$ cat config.mk
export PLATFORM = sky130hd
export DESIGN_NAME = egg_countdown
export DESIGN_NICKNAME = d
export VERILOG_FILES = /design/src/rtl/egg_timer_pkg.sv /design/src/rtl/egg_countdown_tick_gen.sv /design/src/rtl/egg_countdown.sv
export SDC_FILE = /design/constraint.sdc
export NUM_CORES = 1
export LEC_CHECK = 0
export BUFFER_PORTS_ARGS = -buffer_cell sky130_fd_sc_hd__buf_2
export CAP_MARGIN = 0
export CORE_UTILIZATION = 48
export CTS_BUF_LIST = sky130_fd_sc_hd__clkbuf_4 sky130_fd_sc_hd__clkbuf_8
export DETAILED_ROUTE_END_ITERATION = 10
export PLACE_DENSITY = 0.72
export SLEW_MARGIN = 25
export SYNTH_ARGS = -nofsm -noshare
export SYNTH_HDL_FRONTEND = slang
export SYNTH_SLANG_ARGS = --single-unit
$ cat constraint.sdc
create_clock -name clk -period 2.9 [get_ports clk]
set_input_delay 0.29 -clock clk [delete_from_list [all_inputs] [get_ports clk]]
set_output_delay 0.29 -clock clk [all_outputs]
set_load 0.005 [all_outputs]
$ cat src/rtl/egg_timer_pkg.sv
// Shared definitions for the egg timer countdown core.
//   - state_t      : IDLE / RUN / PAUSE / ALARM controller states
//   - bcd_t        : one 4-bit BCD digit
//   - BCD_MAX      : largest value of a decimal digit (9)
//   - SEC_TENS_MAX : largest value of the seconds-tens digit (5)
//   - bcd_inc      : wrap-around increment of a single digit
package egg_timer_pkg;

    typedef enum logic [1:0] {
        ST_IDLE  = 2'd0,
        ST_RUN   = 2'd1,
        ST_PAUSE = 2'd2,
        ST_ALARM = 2'd3
    } state_t;

    typedef logic [3:0] bcd_t;

    localparam bcd_t BCD_MAX      = 4'd9;
    localparam bcd_t SEC_TENS_MAX = 4'd5;

    // Increment a digit, wrapping to 0 after max.
    function automatic bcd_t bcd_inc(input bcd_t d, input bcd_t max);
        return (d == max) ? 4'd0 : d + 4'd1;
    endfunction

endpackage

$ cat src/rtl/egg_countdown_tick_gen.sv
// tick_gen: free-running prescaler producing a one-cycle tick.
//   Parameter DIV : cycles per tick (counter runs 0..DIV-1).
//   clk, rst_n    : clock, asynchronous active-low reset
//   en            : count enable; the counter holds its value while low
//   clr           : synchronous clear, overrides en
//   tick          : high in the cycle where the counter sits at DIV-1 and is
//                   enabled, i.e. on the edge where it wraps back to 0
module tick_gen #(
    parameter int DIV = 2
) (
    input  logic clk,
    input  logic rst_n,
    input  logic en,
    input  logic clr,
    output logic tick
);

    localparam int W = (DIV < 2) ? 1 : $clog2(DIV);
    localparam logic [W-1:0] LAST = W'(DIV - 1);

    logic [W-1:0] cnt;

    assign tick = en && !clr && (cnt == LAST);

    always_ff @(posedge clk or negedge rst_n) begin
        if (!rst_n) begin
            cnt <= '0;
        end else if (clr) begin
            cnt <= '0;
        end else if (en) begin
            cnt <= (cnt == LAST) ? '0 : cnt + W'(1);
        end
    end

endmodule

$ cat src/rtl/egg_countdown.sv
// egg_countdown: BCD MM:SS countdown core of the egg timer.
//   Parameter TICK_DIV : clock cycles per one-second count step (>= 2)
//   Parameter HALF_DIV : blink half-period in cycles (only with the blink option)
//   Optional feature   : define EGG_TIMER_BLINK_EN to flash the display in ALARM
//                        via the blank output; otherwise blank is tied 0.
//   clk, rst_n         : clock, asynchronous active-low reset
//   sec_inc / min_inc  : one-cycle pulses, add one second / one minute
//   start_stop         : one-cycle pulse, start / pause / acknowledge alarm
//   clear              : one-cycle pulse, abort to IDLE with 00:00
//   sec_ones..min_tens : registered BCD digits for the 7-segment decoders
//   running / alarm    : registered, high in RUN / ALARM
//   blank              : registered display blank request
module egg_countdown
    import egg_timer_pkg::*;
#(
    parameter int TICK_DIV = 50000000
`ifdef EGG_TIMER_BLINK_EN
    , parameter int HALF_DIV = TICK_DIV / 2
`endif
) (
    input  logic       clk,
    input  logic       rst_n,
    input  logic       sec_inc,
    input  logic       min_inc,
    input  logic       start_stop,
    input  logic       clear,
    output logic [3:0] sec_ones,
    output logic [3:0] sec_tens,
    output logic [3:0] min_ones,
    output logic [3:0] min_tens,
    output logic       running,
    output logic       alarm,
    output logic       blank
);

    state_t state;

    logic count_zero;
    logic take_start;
    logic pre_en;
    logic pre_clr;
    logic tick;

    bcd_t dec_so, dec_st, dec_mo, dec_mt;
    logic dec_zero;
    bcd_t ed_so, ed_st, ed_mo, ed_mt;

    assign count_zero = (sec_ones == 4'd0) && (sec_tens == 4'd0) &&
                        (min_ones == 4'd0) && (min_tens == 4'd0);

    // start_stop is only refused in IDLE at 00:00; in that case the inc
    // pulses of the same cycle still edit the count.
    assign take_start = start_stop && !clear &&
                        ((state != ST_IDLE) || !count_zero);

    // The prescaler freezes in the cycle that pauses, so a resume continues
    // exactly where the run stopped. It sits at 0 while IDLE or ALARM.
    assign pre_en  = (state == ST_RUN) && !start_stop && !clear;
    assign pre_clr = clear || (state == ST_IDLE) || (state == ST_ALARM);

    tick_gen #(
        .DIV (TICK_DIV)
    ) u_sec_tick (
        .clk   (clk),
        .rst_n (rst_n),
        .en    (pre_en),
        .clr   (pre_clr),
        .tick  (tick)
    );

    // Decrement with borrow chain: ones -> tens -> minutes.
    always_comb begin
        logic b0, b1, b2;
        b0     = (sec_ones == 4'd0);
        dec_so = b0 ? BCD_MAX : sec_ones - 4'd1;
        b1     = b0 && (sec_tens == 4'd0);
        dec_st = b0 ? ((sec_tens == 4'd0) ? SEC_TENS_MAX : sec_tens - 4'd1) : sec_tens;
        b2     = b1 && (min_ones == 4'd0);
        dec_mo = b1 ? ((min_ones == 4'd0) ? BCD_MAX : min_ones - 4'd1) : min_ones;
        dec_mt = b2 ? min_tens - 4'd1 : min_tens;
        dec_zero = (dec_so == 4'd0) && (dec_st == 4'd0) &&
                   (dec_mo == 4'd0) && (dec_mt == 4'd0);
    end

    // Edited count: seconds wrap 59 -> 00 without touching minutes,
    // minutes wrap 99 -> 00. Both pulses may apply in one cycle.
    always_comb begin
        ed_so = sec_ones;
        ed_st = sec_tens;
        ed_mo = min_ones;
        ed_mt = min_tens;
        if (sec_inc) begin
            ed_so = bcd_inc(sec_ones, BCD_MAX);
            if (sec_ones == BCD_MAX) ed_st = bcd_inc(sec_tens, SEC_TENS_MAX);
        end
        if (min_inc) begin
            ed_mo = bcd_inc(min_ones, BCD_MAX);
            if (min_ones == BCD_MAX) ed_mt = bcd_inc(min_tens, BCD_MAX);
        end
    end

    always_ff @(posedge clk or negedge rst_n) begin
        if (!rst_n) begin
            state    <= ST_IDLE;
            sec_ones <= 4'd0;
            sec_tens <= 4'd0;
            min_ones <= 4'd0;
            min_tens <= 4'd0;
            running  <= 1'b0;
            alarm    <= 1'b0;
        end else if (clear) begin
            state    <= ST_IDLE;
            sec_ones <= 4'd0;
            sec_tens <= 4'd0;
            min_ones <= 4'd0;
            min_tens <= 4'd0;
            running  <= 1'b0;
            alarm    <= 1'b0;
        end else begin
            case (state)
                ST_IDLE: begin
                    if (take_start) begin
                        state   <= ST_RUN;
                        running <= 1'b1;
                    end else begin
                        sec_ones <= ed_so;
                        sec_tens <= ed_st;
                        min_ones <= ed_mo;
                        min_tens <= ed_mt;
                    end
                end
                ST_RUN: begin
                    if (start_stop) begin
                        state   <= ST_PAUSE;
                        running <= 1'b0;
                    end else if (tick) begin
                        sec_ones <= dec_so;
                        sec_tens <= dec_st;
                        min_ones <= dec_mo;
                        min_tens <= dec_mt;
                        if (dec_zero) begin
                            state   <= ST_ALARM;
                            running <= 1'b0;
                            alarm   <= 1'b1;
                        end
                    end
                end
                ST_PAUSE: begin
                    if (start_stop) begin
                        // A pause edited down to 00:00 has nothing to run.
                        if (count_zero) begin
                            state <= ST_IDLE;
                        end else begin
                            state   <= ST_RUN;
                            running <= 1'b1;
                        end
                    end else begin
                        sec_ones <= ed_so;
                        sec_tens <= ed_st;
                        min_ones <= ed_mo;
                        min_tens <= ed_mt;
                    end
                end
                ST_ALARM: begin
                    if (start_stop) begin
                        state <= ST_IDLE;
                        alarm <= 1'b0;
                    end
                end
                default: begin
                    state   <= ST_IDLE;
                    running <= 1'b0;
                    alarm   <= 1'b0;
                end
            endcase
        end
    end

`ifdef EGG_TIMER_BLINK_EN
    logic stay_alarm;
    logic blink_tick;

    // The blink counter only advances while ALARM persists and is zeroed on
    // the exit edge, so every ALARM entry starts with a full unblanked half.
    assign stay_alarm = (state == ST_ALARM) && !start_stop && !clear;

    tick_gen #(
        .DIV (HALF_DIV)
    ) u_blink_tick (
        .clk   (clk),
        .rst_n (rst_n),
        .en    (stay_alarm),
        .clr   (!stay_alarm),
        .tick  (blink_tick)
    );

    always_ff @(posedge clk or negedge rst_n) begin
        if (!rst_n) begin
            blank <= 1'b0;
        end else if (stay_alarm) begin
            if (blink_tick) blank <= ~blank;
        end else begin
            blank <= 1'b0;
        end
    end
`else
    assign blank = 1'b0;
`endif

endmodule

==> results.yml, run 1 <==
status:
  status: "complete, but fails checks"
  violations: "DRC, hold timing"
worst_setup_path:
  slowest_stage: "nor4b_2"
  end_kind: "flop"
  start_kind: "flop"
  max_stage_delay_ps: 510
  arrival_ps: 2910
  path_common_cell: "o211ai_2"
  crit_fanout: 8
  crit_family: "simple AND/OR/NAND/NOR gates"
  required_ps: 3140
  path_class: "reg2reg"
  critPathBufInv: 1
  crit_chain: "inv_1, ha_1, nor4b_2, nand3_2, o211ai_2, o211ai_2, or4_1, nand3_1"
cts:
  clockBufferDepth: 2
  post_cts.repair.setup_buffers: 0
  clkTransAtPathRegs_ps: 90
  cts_resized: 0
  cts_max_level: 2
  cts_buffers: 5
  cts_root_buf: "clkbuf_8"
  cts_tree: "done"
  postCtsHoldBufs: 0
  clkSinkCount: 46
  clk_latency_ps: 300
timing:
  tightestPinTransition_ps: 738.7
  hold_ws_ps: -3.249
  drv_slew: 0
  finalWorstSetupSlack_ps: 229.2
  skew_ps: 6.397
  slew-limit-headroom_pct: 50.34
  fin_crit_ps: 2671
  fin_crit_sh_pct: 92.10
  rsz0062_at_grt: "no"
  finalSetupViolCount: 0
  clock.fmax_mhz: 374.4
  setup_tns_ps: 0
  hold_violations: 4
placement:
  dpl.hpwl_um: 5310
  place.port_buffers: 23
  post-place-ws_ps: 305.0
  place_area_sq_um: 3387
  place_congestion: 0.8863
synthesis:
  synth_area_sq_um: 3219
  synth-main-ff-cell: "dfrtp_1"
  synth_xor_xnor_area_share_pct: 1.904
  synthAdderAreaFrac_pct: 3.498
  synthCells: 401
  synth_compound_area_share_pct: 24.99
  synth_nets: 416
  yosysMostFrequentCell: "o21ai_0"
  synth_mux_area_share_pct: 1.010
  ys_seq_elements: 46
  synth_cell_types: 64
  synth_top_family_by_area: "simple AND/OR/NAND/NOR gates"
  yosysSeqAreaShare_pct: 35.76
  async_reset_ff_share_pct: 100.0
  yosys.area.top_type_share_pct: 35.76
  synth_warnings: 0
  synthSimpleGateAreaFrac_pct: 27.21
  netlist_top_cells_count: "62 x o21ai_0, 46 x dfrtp_1, 35 x nand2_1"
  synth_area_leader_cell: "dfrtp_1"
  synthTopCellsByArea: "dfrtp_1 36%, o21ai_0 9.6%, nand2_1 4.1%"
  syn-mean-instance-area_sq_um: 8.028
  synth_edf_count: 0
route:
  antenna_left: 0
  firstDrtPassIters: 8
  via_per_inst: 6.231
  drc: 4
  routed_wl_um: 7748
  drtIter0Drc: 355
  wire_per_inst_um: 15.72
  vias: 3072
power:
  finalPower_uw: 2366
  power.density_nw_per_um2: 675.7
  p_leak_uw: 0.001457
  peakVddDrop_mv: 0.3327
grt:
  grt_usage_pct: 23.49
  grt_pass1_vias: 2794
  grt_max_degree: 47
  antenna_found_initial: 0
  grt_first_pass_wirelength_um: 13380
  overflow: 0
die:
  ios: 25
  dieWidth_um: 83.90
  rows: 29
  dieHeight_um: 83.90
  die_area_sq_um: 7038
  core_sq_um: 6422
  start_util_pct: 50.13
flow_run:
  cap_violations: 0
finish:
  drive_above_1_share_pct: 13.94
  design_area_sq_um: 3501
  fillers: 594
  layout.nets: 430
  syn2layout_area_growth_pct: 8.745
  antenna_cells: 0
hold_path:
  hp-class: "in2async"
## flip-flops by register name (all words and copies together), names as in the netlist
name	flops
u_sec_tick.cnt	26
state	2
running	1
min_tens	4
min_ones	4
sec_tens	4
sec_ones	4
alarm	1
## per-stage QoR
stage	utilization, %	std cells
3_3_place_gp	52.70	485
6_report	54.51	493
5_1_grt	54.51	493
2_1_floorplan	-	401
4_1_cts	54.51	493
3_5_place_dp	52.74	485
## cell type report
| type | count | area [sq um] | share of cell area [%] |
|---|---|---|---|
| Clock inverter | 2 | 37.54 | 1.072 |
| Inverter | 15 | 56.30 | 1.608 |
| Multi-Input combinational cell | 314 | 1891 | 54.00 |
| Sequential cell | 46 | 1151 | 32.88 |
| Tap cell | 77 | 96.34 | 2.752 |
| Clock buffer | 6 | 76.32 | 2.180 |
| Timing Repair Buffer | 33 | 192.7 | 5.504 |
## logic make-up (layout without fill, tap and decap cells)
family | after synthesis | in the layout
AO/OA/AOI/OAI | 133 | 133
adder cells (fa/ha/maj) | 9 | 9
other | 1 | 1
AND/OR/NAND/NOR | 161 | 161
buffers and inverters | 41 | 56
XOR/XNOR | 7 | 7
multiplexers | 3 | 3
flip-flops | 46 | 46
## worst register-to-register path, stage by stage (launching register included)
cell and delay, ps:
dfrtp_1 470, inv_1 130, ha_1 260, nor4b_2 510
nand3_2 200, o211ai_2 250, o211ai_2 200, or4_1 510
nand3_1 90
## routing by layer
layer | part of all wire (%) | global-route usage, %
met5 | 0 | 0
met4 | 1.3 | 7.053
met3 | 5.7 | 3.956
met2 | 45 | 36.29
met1 | 48 | 33.71
## final timing paths
path | startpoint | endpoint | slack, ps | depth (start not counted)
worst max-delay path | sec_ones[0] | sec_tens[3] | 230 | 8
worst min register to register | u_sec_tick.cnt[25] | u_sec_tick.cnt[25] | 490 | 1
worst max register to register | sec_ones[0] | sec_tens[3] | 230 | 8
max in group asynchronous | rst_n | u_sec_tick.cnt[21] | 2510 | 1
worst min-delay path | rst_n | min_ones[3] | -3 | 1
min in group clk | clear | sec_tens[0] | 410 | 3
## power breakdown
part           leakage [uW]  internal [uW]  switching, uW
combinational      0.000771            395            589
sequential         0.000631            726            165
clock             0.0000548            267            224
total               0.00146           1390            978
## placed cells by master, fill, tap and decap left out, types with 3 or more instances in the layout
| cell | count |
|---|---|
| dfrtp_1 | 46 |
| nand2b_1 | 5 |
| and3_1 | 7 |
| xnor2_1 | 3 |
| buf_2 | 22 |
| a31oi_1 | 10 |
| a21oi_1 | 25 |
| xor2_1 | 4 |
| nor2b_1 | 7 |
| clkbuf_8 | 5 |
| o31ai_1 | 6 |
| nand4_1 | 14 |
| a211oi_1 | 3 |
| and2_1 | 3 |
| nor2_1 | 34 |
| nand3_1 | 19 |
| nor4b_2 | 3 |
| o21ai_0 | 62 |
| buf_4 | 11 |
| inv_1 | 15 |
| nor3_1 | 7 |
| nand2_1 | 35 |
| or4_1 | 4 |
| or3_1 | 4 |
| ha_1 | 9 |
| o211ai_1 | 3 |
No activity file was read; power rests on OpenSTA's default activity.
==> run 2: changes to the inputs <==
==> constraint.sdc (replaced) <==
create_clock -name clk -period 2.96 [get_ports clk]
set_input_delay 0.296 -clock clk [delete_from_list [all_inputs] [get_ports clk]]
set_output_delay 0.296 -clock clk [all_outputs]
set_load 0.005 [all_outputs]
==> results.yml, run 2 (synthesized netlist as in run 1, its figures left out) <==
cts:
  cts_max_level: 2
  postCtsHoldBufs: 0
  cts_resized: 0
  cts_root_buf: "clkbuf_8"
  post_cts.repair.setup_buffers: 0
  cts_tree: "done"
  clkTransAtPathRegs_ps: 80
  cts_buffers: 5
  clockBufferDepth: 2
  clkSinkCount: 46
  clk_latency_ps: 310
placement:
  dpl.hpwl_um: 5268
  place_congestion: 0.9552
  place_area_sq_um: 3372
  place.port_buffers: 23
grt:
  grt_max_degree: 47
  grt_first_pass_wirelength_um: 13130
  antenna_found_initial: 0
  grt_pass1_vias: 2656
  overflow: 0
  grt_usage_pct: 22.86
die:
  die_area_sq_um: 7038
  core_sq_um: 6422
  start_util_pct: 50.13
  ios: 25
  rows: 29
  dieHeight_um: 83.90
  dieWidth_um: 83.90
power:
  p_leak_uw: 0.001463
  pwr-share-seq_pct: 37.3
  switching_power_uw: 956.5
  power.share.clock_pct: 24.3
  p_int_uw: 1446
  peakVddDrop_mv: 0.4459
  power_frac_comb_pct: 38.3
  power.density_nw_per_um2: 683.5
  switching_share_pct: 39.81
worst_setup_path:
  ff2ff_path_depth: 8
  path_common_cell: "o211ai_2"
  crit_family: "simple AND/OR/NAND/NOR gates"
  cp_num_cells: 8
  start_kind: "flop"
  crit_chain: "inv_1, ha_1, nor4b_2, nand3_2, o211ai_2, o211ai_2, or4_1, nand3_1"
  max_stage_delay_ps: 500
  end_kind: "flop"
  arrival_ps: 2810
  slowest_stage: "or4_1"
  crit_fanout: 8
  reg2reg_slack_ps: 400
  critPathBufInv: 1
  path_class: "reg2reg"
  required_ps: 3210
route:
  routed_wl_um: 7640
  firstDrtPassIters: 8
  drc: 4
  via_per_inst: 6.210
  wire_per_inst_um: 15.56
  vias: 3049
  drtIter0Drc: 312
  antenna_left: 0
flow_run:
  cap_violations: 0
finish:
  design_area_sq_um: 3515
  antenna_cells: 0
  seqCellArea_sq_um: 1151
  drive_above_1_share_pct: 13.53
  top_register: "u_sec_tick.cnt"
  syn2layout_area_growth_pct: 9.172
  fin_util_pct: 54.72
  layout.nets: 428
  multiInputGateArea_sq_um: 1891
  largest_reg_flops: 26
  fillers: 580
  final_cell_mix: "62 x o21ai_0, 46 x dfrtp_1, 35 x nand2_1"
  mostFrequentLayoutCell: "o21ai_0"
timing:
  skew_ps: 5.607
  tightestPinTransition_ps: 798.7
  slew-limit-headroom_pct: 46.30
  drv_slew: 0
  fin_crit_ps: 2559
  hold_violations: 31
  rsz0062_at_grt: "no"
  finalSetupViolCount: 0
  fin_crit_sh_pct: 86.44
  hold_ws_ps: -22.13
  clock.fmax_mhz: 390.8
  setup_tns_ps: 0
hold_path:
  hp-class: "in2async"
status:
  status: "complete, but fails checks"
  violations: "DRC, hold timing"
==> run 2: cell count changes in the layout (fill, tap and decap cells not counted) <==
cell	before	now
bufinv_16	1	2
clkbuf_8	5	6
clkinvlp_4	1	0
clkbuf_4	1	0
buf_4	11	9
==> run 2: final cells by class <==
| cell class | instances | share of cell area [%] |
|---|---|---|
| Tap cell | 77 | 2.741 |
| Multi-Input combinational cell | 314 | 53.79 |
| Clock inverter | 2 | 1.709 |
| Inverter | 15 | 1.602 |
| Sequential cell | 46 | 32.75 |
| Clock buffer | 6 | 2.350 |
| Timing Repair Buffer | 31 | 5.055 |
==> run 2: layer usage <==
| layer | GRT usage [%] | vias to the layer above | part of all wire (%) |
|---|---|---|---|
| met1 | 34.66 | 1446 | 50 |
| met5 | 0 | - | 0 |
| met3 | 3.858 | 7 | 5.9 |
| met4 | 6.113 | 0 | 0.79 |
| met2 | 33.46 | 96 | 43 |
| li1 | - | 1500 | - |
==> run 2: power by group through the flow <==
| stage | sequential, uW | combinational [uW] | clock, uW |
|---|---|---|---|
| 5_1_grt | 920 | 1030 | 621 |
| 3_3_place_gp | 897 | 892 | 0 |
| 4_1_cts | 892 | 912 | 594 |
| 3_5_place_dp | 904 | 908 | 0 |
| 2_1_floorplan | 832 | 708 | 0 |
| 6_report | 897 | 921 | 585 |
==> run 2: per-stage QoR <==
stage               power [uW]  instances  worst slack, ps
global placement          1789        483            505.5
global route              2573        491            180.6
finish                    2402        491            401.5
CTS                       2398        491            429.0
floorplan                 1541        401            647.3
detailed placement        1812        483            442.7
==> run 2: final timing paths <==
kind / startpoint / end
max: sec_ones[0] / sec_tens[3]
min reg2reg: u_sec_tick.cnt[25] / u_sec_tick.cnt[25]
max in group asynchronous: rst_n / min_ones[1]
max reg2reg: sec_ones[0] / sec_tens[3]
min in group clk: clear / sec_tens[0]
min: rst_n / min_tens[2]
==> run 2: worst register-to-register path: stages, from the launching register on <==
cell	delay, ps
dfrtp_1	470
inv_1	120
ha_1	260
nor4b_2	430
nand3_2	190
o211ai_2	240
o211ai_2	190
or4_1	500
nand3_1	90
==> run 3: changes to the inputs <==
--- a/config.mk
+++ b/config.mk
@@ -7,10 +7,10 @@
 export LEC_CHECK = 0
 export BUFFER_PORTS_ARGS = -buffer_cell sky130_fd_sc_hd__buf_2
 export CAP_MARGIN = 0
-export CORE_UTILIZATION = 48
+export CORE_UTILIZATION = 60
 export CTS_BUF_LIST = sky130_fd_sc_hd__clkbuf_4 sky130_fd_sc_hd__clkbuf_8
 export DETAILED_ROUTE_END_ITERATION = 10
-export PLACE_DENSITY = 0.72
+export PLACE_DENSITY = 0.86
 export SLEW_MARGIN = 25
 export SYNTH_ARGS = -nofsm -noshare
 export SYNTH_HDL_FRONTEND = slang
==> results.yml, run 3 (synthesized netlist as in run 1, its figures left out) <==
worst_setup_path:
  crit_chain: "inv_1, ha_1, nor4b_2, nand4_1, xnor2_1, nor4_1, nand2_1, a31o_2"
  reg2reg_slack_ps: 250
  end_kind: "flop"
  max_stage_delay_ps: 480
  r2r_end: "running"
  required_ps: 3150
  rr_startpoint: "sec_ones[1]"
  slowest_stage: "nor4b_2"
  path_class: "reg2reg"
  ff2ff_path_depth: 8
  crit_fanout: 7
  arrival_ps: 2910
  start_kind: "flop"
route:
  routed_wl_um: 7572
  wire_per_inst_um: 15.84
  via_per_inst: 6.439
  antenna_left: 0
  vias: 3078
  drc: 0
  firstDrtPassIters: 5
  drtIter0Drc: 261
grt:
  grt-busiest-layer: "met2"
  antenna_found_initial: 0
  grt_usage_pct: 29.17
  use_met1_pct: 41.67
  grt_max_degree: 47
  grt_util_met2_pct: 45.35
  grt_pass1_vias: 2720
  overflow: 0
  grt_first_pass_wirelength_um: 12390
  grtUsageMet3_pct: 3.614
finish:
  mostFrequentLayoutCell: "o21ai_0"
  drive_above_1_share_pct: 12.25
  top_register: "u_sec_tick.cnt"
  multiInputGateArea_sq_um: 1898
  fin_util_pct: 66.60
  seqCellArea_sq_um: 1151
  antenna_cells: 0
  fillers: 470
  layout.nets: 424
  largest_reg_flops: 26
  syn2layout_area_growth_pct: 6.335
  final_cell_mix: "62 x o21ai_0, 46 x dfrtp_1, 35 x nand2_1"
placement:
  dpl.hpwl_um: 5247
  place_congestion: 0.9308
  post-place-ws_ps: 338.6
  place.port_buffers: 23
timing:
  rsz0062_at_grt: "no"
  hold_ws_ps: -23.34
  fin_crit_sh_pct: 91.71
  slew-limit-headroom_pct: 45.39
  hold_violations: 15
  setup_tns_ps: 0
  skew_ps: 7.279
  fin_crit_ps: 2715
  clock.fmax_mhz: 368.4
  finalWorstSetupSlack_ps: 245.2
  drv_slew: 0
  finalSetupViolCount: 0
  tightestPinTransition_ps: 807.8
status:
  violations: "hold timing"
  status: "complete, but fails checks"
cts:
  clk_latency_ps: 300
  post_cts.repair.setup_buffers: 0
  clkTransAtPathRegs_ps: 80
  cts_buffers: 5
  cts_tree: "done"
  cts_max_level: 2
  postCtsHoldBufs: 0
  cts_resized: 0
  cts_root_buf: "clkbuf_8"
  clkSinkCount: 46
  clockBufferDepth: 2
die:
  dieHeight_um: 75.25
  ios: 25
  core_sq_um: 5140
  rows: 26
  dieWidth_um: 75.25
  start_util_pct: 62.63
  die_area_sq_um: 5663
power:
  p_leak_uw: 0.001417
  power.density_nw_per_um2: 636.9
  peakVddDrop_mv: 0.4666
  finalPower_uw: 2180
hold_path:
  hp-class: "in2async"
flow_run:
  cap_violations: 0
-- run 3: per-layer routing --
metal	wire length (um)	part of all wire (%)
met1	3514	46
met2	3456	46
met3	482	6.4
met4	119	1.6
met5	0	0
-- run 3: power by group --
part,switching [uW],internal [uW],total (uW)
clock,201,180,382
combinational,528,365,893
sequential,195,711,906
-- run 3: metrics by stage --
step           cell area, sq um  cells
4_1_cts                    3413    478
5_1_grt                    3423    478
3_3_place_gp               3331    472
3_5_place_dp               3331    472
2_1_floorplan              3219    401
6_report                   3423    478
-- run 3: worst max-delay path: cells and delay by family (launching register included) --
kind | cells | cell delay [ps]
simple gates | 4 | 1270
flops | 1 | 440
fa+ha+maj | 1 | 270
compound gates | 1 | 270
xor+xnor | 1 | 200
buf+inv | 1 | 150
-- run 3: worst max path at each step --
stage	startpoint	to	slack, ps
after floorplan	min_tens[0]	sec_tens[3]	650
after global placement	min_tens[0]	sec_tens[3]	520
after detailed placement	sec_ones[0]	running	340
final	sec_ones[1]	running	250
after CTS	sec_ones[0]	running	290
after global routing	sec_ones[0]	running	30
-- run 3: area by class of cell --
| type | count | area share (%) |
|---|---|---|
| Multi-Input combinational cell | 314 | 55.45 |
| Sequential cell | 46 | 33.63 |
| Timing Repair Buffer | 27 | 4.313 |
| Inverter | 15 | 1.645 |
| Clock buffer | 6 | 2.412 |
| Tap cell | 70 | 2.558 |
